[config.mk]
export PLATFORM = sky130hd
export DESIGN_NAME = stopwatch_mmss
export DESIGN_NICKNAME = d
export VERILOG_FILES = /design/src/rtl/stopwatch_mmss.sv
export SDC_FILE = /design/constraint.sdc
export NUM_CORES = 1
export LEC_CHECK = 0
export CORE_AREA = 3 3 98 62
export CTS_CLUSTER_DIAMETER = 150
export CTS_CLUSTER_SIZE = 12
export DETAILED_ROUTE_END_ITERATION = 7
export DIE_AREA = 0 0 101 65
export GPL_TIMING_DRIVEN = 0
export PLACE_DENSITY_LB_ADDON = 0.15
export RECOVER_POWER = 50
export SYNTH_ARGS = -nofsm -noshare
export SYNTH_HDL_FRONTEND = slang
export SYNTH_SLANG_ARGS = --single-unit
[constraint.sdc]
create_clock -name clk_50MHz -period 3.6 [get_ports clk_50MHz]
set_input_delay 0.36 -clock clk_50MHz [delete_from_list [all_inputs] [get_ports clk_50MHz]]
set_output_delay 0.36 -clock clk_50MHz [all_outputs]
set_load 0.02 [all_outputs]
[src/rtl/stopwatch_mmss.sv]
// stopwatch_mmss: minutes:seconds stopwatch for four seven-segment displays.
//
// Runs entirely in the 50 MHz domain. The 1 Hz divider output and the two
// debounced buttons are treated as asynchronous data inputs. Each one is
// double-flopped, then rising-edge detected into a single-cycle event.
//
// Ports:
//   clk_50MHz   sole clock, rising edge
//   rst         synchronous active-high reset; dominates every event
//   clk_1Hz     divider output; each rising edge is one count tick
//   start_stop  debounced button level; each rising edge toggles run/pause
//   clear       debounced button level; each rising edge clears while paused
//   sec_ones, sec_tens, min_ones, min_tens   registered BCD digits
//   hex0..hex3  active-low segments {g,f,e,d,c,b,a}; hex0 = sec_ones,
//               hex3 = min_tens
//   running     registered, high while the FSM is in RUN
//   rollover    registered one-cycle pulse aligned with the wrap to 00:00
module stopwatch_mmss #(
  parameter int MAX_MIN = 59
) (
  input  logic       clk_50MHz,
  input  logic       rst,
  input  logic       clk_1Hz,
  input  logic       start_stop,
  input  logic       clear,
  output logic [3:0] sec_ones,
  output logic [3:0] sec_tens,
  output logic [3:0] min_ones,
  output logic [3:0] min_tens,
  output logic [6:0] hex0,
  output logic [6:0] hex1,
  output logic [6:0] hex2,
  output logic [6:0] hex3,
  output logic       running,
  output logic       rollover
);

  typedef enum logic [1:0] {
    ST_IDLE  = 2'd0,
    ST_RUN   = 2'd1,
    ST_PAUSE = 2'd2
  } state_t;

  localparam logic [3:0] MAX_MIN_TENS = 4'(MAX_MIN / 10);
  localparam logic [3:0] MAX_MIN_ONES = 4'(MAX_MIN % 10);

  // Active-low seven-segment code; unreachable nibbles render blank.
  function automatic logic [6:0] seg7(input logic [3:0] digit);
    logic [6:0] code;
    case (digit)
      4'd0:    code = 7'b1000000;
      4'd1:    code = 7'b1111001;
      4'd2:    code = 7'b0100100;
      4'd3:    code = 7'b0110000;
      4'd4:    code = 7'b0011001;
      4'd5:    code = 7'b0010010;
      4'd6:    code = 7'b0000010;
      4'd7:    code = 7'b1111000;
      4'd8:    code = 7'b0000000;
      4'd9:    code = 7'b0010000;
      default: code = 7'b1111111;
    endcase
    return code;
  endfunction

  // Bit 0 = clk_1Hz, bit 1 = start_stop, bit 2 = clear.
  logic [2:0] sync1_r;
  logic [2:0] sync2_r;
  logic [2:0] sync3_r;
  logic       tick_s;
  logic       ss_evt_s;
  logic       clr_evt_s;

  state_t     state_r;
  state_t     next_state_s;
  logic       zero_s;
  logic       count_en_s;
  logic       at_max_s;

  logic [3:0] sec_ones_r;
  logic [3:0] sec_tens_r;
  logic [3:0] min_ones_r;
  logic [3:0] min_tens_r;
  logic       running_r;
  logic       rollover_r;

  // Two-flop synchronizers plus one edge-detect flop per input.
  always_ff @(posedge clk_50MHz) begin
    if (rst) begin
      sync1_r <= 3'b000;
      sync2_r <= 3'b000;
      sync3_r <= 3'b000;
    end else begin
      sync1_r <= {clear, start_stop, clk_1Hz};
      sync2_r <= sync1_r;
      sync3_r <= sync2_r;
    end
  end

  assign tick_s    = sync2_r[0] & ~sync3_r[0];
  assign ss_evt_s  = sync2_r[1] & ~sync3_r[1];
  assign clr_evt_s = sync2_r[2] & ~sync3_r[2];

  // Next-state logic. Clear only acts from PAUSE and beats start_stop there.
  always_comb begin
    next_state_s = state_r;
    zero_s       = 1'b0;
    case (state_r)
      ST_IDLE: begin
        if (ss_evt_s) begin
          next_state_s = ST_RUN;
        end else begin
          next_state_s = ST_IDLE;
        end
      end
      ST_RUN: begin
        if (ss_evt_s) begin
          next_state_s = ST_PAUSE;
        end else begin
          next_state_s = ST_RUN;
        end
      end
      ST_PAUSE: begin
        if (clr_evt_s) begin
          next_state_s = ST_IDLE;
          zero_s       = 1'b1;
        end else if (ss_evt_s) begin
          next_state_s = ST_RUN;
        end else begin
          next_state_s = ST_PAUSE;
        end
      end
      default: begin
        next_state_s = ST_IDLE;
        zero_s       = 1'b1;
      end
    endcase
  end

  // Counting is qualified by the current state, so a tick coinciding with
  // RUN->PAUSE counts and one coinciding with entry into RUN does not.
  assign count_en_s = (state_r == ST_RUN) && tick_s;
  assign at_max_s   = (min_tens_r == MAX_MIN_TENS) && (min_ones_r == MAX_MIN_ONES) &&
                      (sec_tens_r == 4'd5) && (sec_ones_r == 4'd9);

  // State register; running is derived from the next state so it moves
  // on the same edge as the state itself.
  always_ff @(posedge clk_50MHz) begin
    if (rst) begin
      state_r   <= ST_IDLE;
      running_r <= 1'b0;
    end else begin
      state_r   <= next_state_s;
      running_r <= (next_state_s == ST_RUN);
    end
  end

  // BCD cascade with wrap to 00:00 after MAX_MIN:59.
  always_ff @(posedge clk_50MHz) begin
    if (rst) begin
      sec_ones_r <= 4'd0;
      sec_tens_r <= 4'd0;
      min_ones_r <= 4'd0;
      min_tens_r <= 4'd0;
      rollover_r <= 1'b0;
    end else begin
      rollover_r <= 1'b0;
      if (zero_s) begin
        sec_ones_r <= 4'd0;
        sec_tens_r <= 4'd0;
        min_ones_r <= 4'd0;
        min_tens_r <= 4'd0;
      end else if (count_en_s) begin
        if (at_max_s) begin
          sec_ones_r <= 4'd0;
          sec_tens_r <= 4'd0;
          min_ones_r <= 4'd0;
          min_tens_r <= 4'd0;
          rollover_r <= 1'b1;
        end else if (sec_ones_r != 4'd9) begin
          sec_ones_r <= sec_ones_r + 4'd1;
        end else begin
          sec_ones_r <= 4'd0;
          if (sec_tens_r != 4'd5) begin
            sec_tens_r <= sec_tens_r + 4'd1;
          end else begin
            sec_tens_r <= 4'd0;
            if (min_ones_r != 4'd9) begin
              min_ones_r <= min_ones_r + 4'd1;
            end else begin
              min_ones_r <= 4'd0;
              min_tens_r <= min_tens_r + 4'd1;
            end
          end
        end
      end else begin
        sec_ones_r <= sec_ones_r;
        sec_tens_r <= sec_tens_r;
        min_ones_r <= min_ones_r;
        min_tens_r <= min_tens_r;
      end
    end
  end

  assign sec_ones = sec_ones_r;
  assign sec_tens = sec_tens_r;
  assign min_ones = min_ones_r;
  assign min_tens = min_tens_r;
  assign running  = running_r;
  assign rollover = rollover_r;

  assign hex0 = seg7(sec_ones_r);
  assign hex1 = seg7(sec_tens_r);
  assign hex2 = seg7(min_ones_r);
  assign hex3 = seg7(min_tens_r);

endmodule
==> qor.yml <==
status:
  status: "finished clean"
placement:
  gp_congestion: 0.836
  numPortBuffers: 50
  dpl.cell_count: 414
  dp_slack_ns: 0.572
  hpwl_mm: 4.51
clock_network:
  h-tree-depth: 3
  cts.clk_slew.worst_paths_ns: 0.06
  cts_tree: "built"
  cts_root_buf: "clkbuf_8"
  cts.path.max_buffers: 2
  cts_resized: 0
  post_cts_buffers: 0
  cts.sinks: 57
  hold_buffers: 0
  clk_latency_ns: 0.35
  cts_inserted_buffers: 9
setup_path:
  critPathMaxFanout: 9
  arrival_ns: 3.14
  r2r_setup_slack_ns: 0.76
  cp-start-kind: "input pin"
  reg2reg_depth: 10
  end_kind: "flop"
  r2r-end: "hex2[5]"
  crit_type: "input pin to flop"
  worstPathRequired_ns: 3.87
  endpoint: "hex2[5]"
  startpoint: "rst"
  reg2reg_from: "sec_tens[1]"
logic_synthesis:
  ys_warn_count: 0
  synth.avg_cell_area_um2: 9.63
  netlist_top_cells_area: "dfxtp_1 (40%), ha_1 (13%), a21oi_1 (3.8%)"
  ys_ff_latch: 57
  synth_common_cells: "dfxtp_1 (57), ha_1 (29), nor2_1 (29)"
  synth_most_common_cell: "dfxtp_1"
  synth_fp_nets: 332
  synth_top_cell_area_share_pct: 39.8
  async_flop_share_pct: 0
  synth_flop_cell: "dfxtp_1"
  synth-seq-area-share_pct: 39.8
  synthCells: 298
  synth_area_um2: 2870
  yosysTopAreaCell: "dfxtp_1"
  ys_types: 57
  synth-edff-count: 0
power:
  peakVddDrop_v: 0.000228
  power_mw: 1.26
  power_density_nw_per_um2: 345
  p_leak_nw: 1.67
detailed_routing:
  drc: 0
  dr.pass1.iters: 5
  dr_total_vias: 2299
  wl_per_cell_um: 14.3
  routed_via_density: 5.35
  drt-initial-drc-count: 155
  drt_wl_total_mm: 6.17
  drtAntennaViolNets: 0
global_routing:
  grt_start_max_net_pins: 11
  grt_usage_pct: 20.8
  antenna_found_initial: 0
  grt_pass1_vias: 2183
  grt_pass1_wl_mm: 10.5
  grt-ovfl-total: 0
floorplan:
  fp.dieW_um: 101
  coreArea_um2: 5150
  num_rows: 20
  num_io_pins: 51
  fp.dieH_um: 65
  start_util_pct: 55.7
  die-area_um2: 6570
worst_hold_path:
  hold_path_class: "flop to flop"
sta:
  slew_viol_final: 0
  hold_viol_final: 0
  fmax_mhz: 348
  tightest_slew_ns: 0.953
  rsz0062_at_grt: "false"
  setup_viol_count_final: 0
  final.setup.worst_slack_ns: 0.730
  relSlewSlack_pct: 35.9
  tns_ns: 0
  finalClockSkew_ns: 0.0105
  fin_crit_sh_pct: 79.7
  timing.final.crit_period_ns: 2.87
finish:
  num-nets-final: 393
  final_cells: 430
  final_core_util_pct: 70.8
  drive_above_1_share_pct: 11.0
  diodes: 0
  area_growth_pct: 27.1
run:
  cap_violations: 0
per-stage QoR:
step	hold WS (ns)	cell area (um^2)
global placement	0.424	3450
detailed placement	0.428	3450
floorplan	0.414	2870
global route	0.461	3650
finish	0.438	3650
CTS	0.444	3650
sequential cells by signal, indices dropped and copies added (netlist names):
| name | cells |
|---|---|
| state_r | 2 |
| sec_ones | 4 |
| hex2 | 7 |
| sync1_r | 3 |
| sync3_r | 3 |
| min_tens | 4 |
| hex0 | 7 |
| min_ones | 4 |
| hex1 | 7 |
| running | 1 |
| sec_tens | 4 |
| sync2_r | 3 |
| hex3 | 7 |
| rollover | 1 |
cells by family after synthesis:
logic type / synth area share (%)
adders and majority gates: 12.6
AOI/OAI and AO/OA: 15.8
muxes: 1.74
buffers and inverters: 5.06
DFF: 39.8
xor gates and xnor gates: 2.40
and+or+nand+nor: 22.6
final cells by class:
type	count	area [um^2]
Inverter	27	101
Multi-Input combinational cell	206	1580
Fill cell	407	1510
Tap cell	66	82.6
Clock inverter	5	55.1
Sequential cell	57	1140
Buffer	8	42.5
Timing Repair Buffer	50	500
Clock buffer	11	141
worst max-delay path, cell delays in order:
cell and delay [ns]:
dlygate4sd3_1 0.57, a21oi_1 0.21, nand2_1 0.29, o31ai_1 0.89, inv_1 0.21, ha_1 0.28
nand2_1 0.08, o21ai_0 0.09, a21oi_1 0.16
report_power, final:
group	total (mW)	switching [mW]	leakage [nW]	internal, mW
sequential	0.641	0.00379	0.461	0.637
clock	0.588	0.252	0.0953	0.336
combinational	0.0299	0.0171	1.11	0.0129
total	1.26	0.273	1.67	0.985
metal layers:
metal	wire length (um)	global-route usage (%)
met5	0	0
met2	2570	28.7
met4	56	7.96
met1	3130	29.2
met3	413	7.53
worst min path at each step:
stage	slack [ns]	startpoint	end	cells after the start
after detailed placement	0.43	sync1_r[2]	sync2_r[2]	1
after global placement	0.42	sync1_r[1]	sync2_r[1]	1
after global routing	0.46	sync1_r[2]	sync2_r[2]	1
after floorplan	0.41	sync1_r[0]	sync2_r[0]	1
final	0.44	sync1_r[1]	sync2_r[1]	1
after CTS	0.44	sync1_r[2]	sync2_r[2]	1
placed cells by master (no fill, tap or decap), types with 3 or more instances in the layout:
cell,instances
dfxtp_1,57
o21a_1,5
or3_1,4
nand2_1,12
xnor2_1,3
ha_1,29
nor3_1,3
o21ai_0,10
inv_1,24
nor2_1,29
and3b_1,4
and2_1,3
o21ai_2,3
a31oi_1,4
xor2_1,3
nand3_1,8
a22oi_1,3
clkbuf_1,4
nor4_1,3
buf_2,4
nand2b_1,4
mux2i_1,5
nor4_4,4
o31ai_1,3
dlygate4sd3_1,37
clkdlybuf4s50_1,13
a21oi_1,22
clkbuf_8,10
nor2b_1,10
nand3b_1,3
No activity file was read; power rests on OpenSTA's default activity.
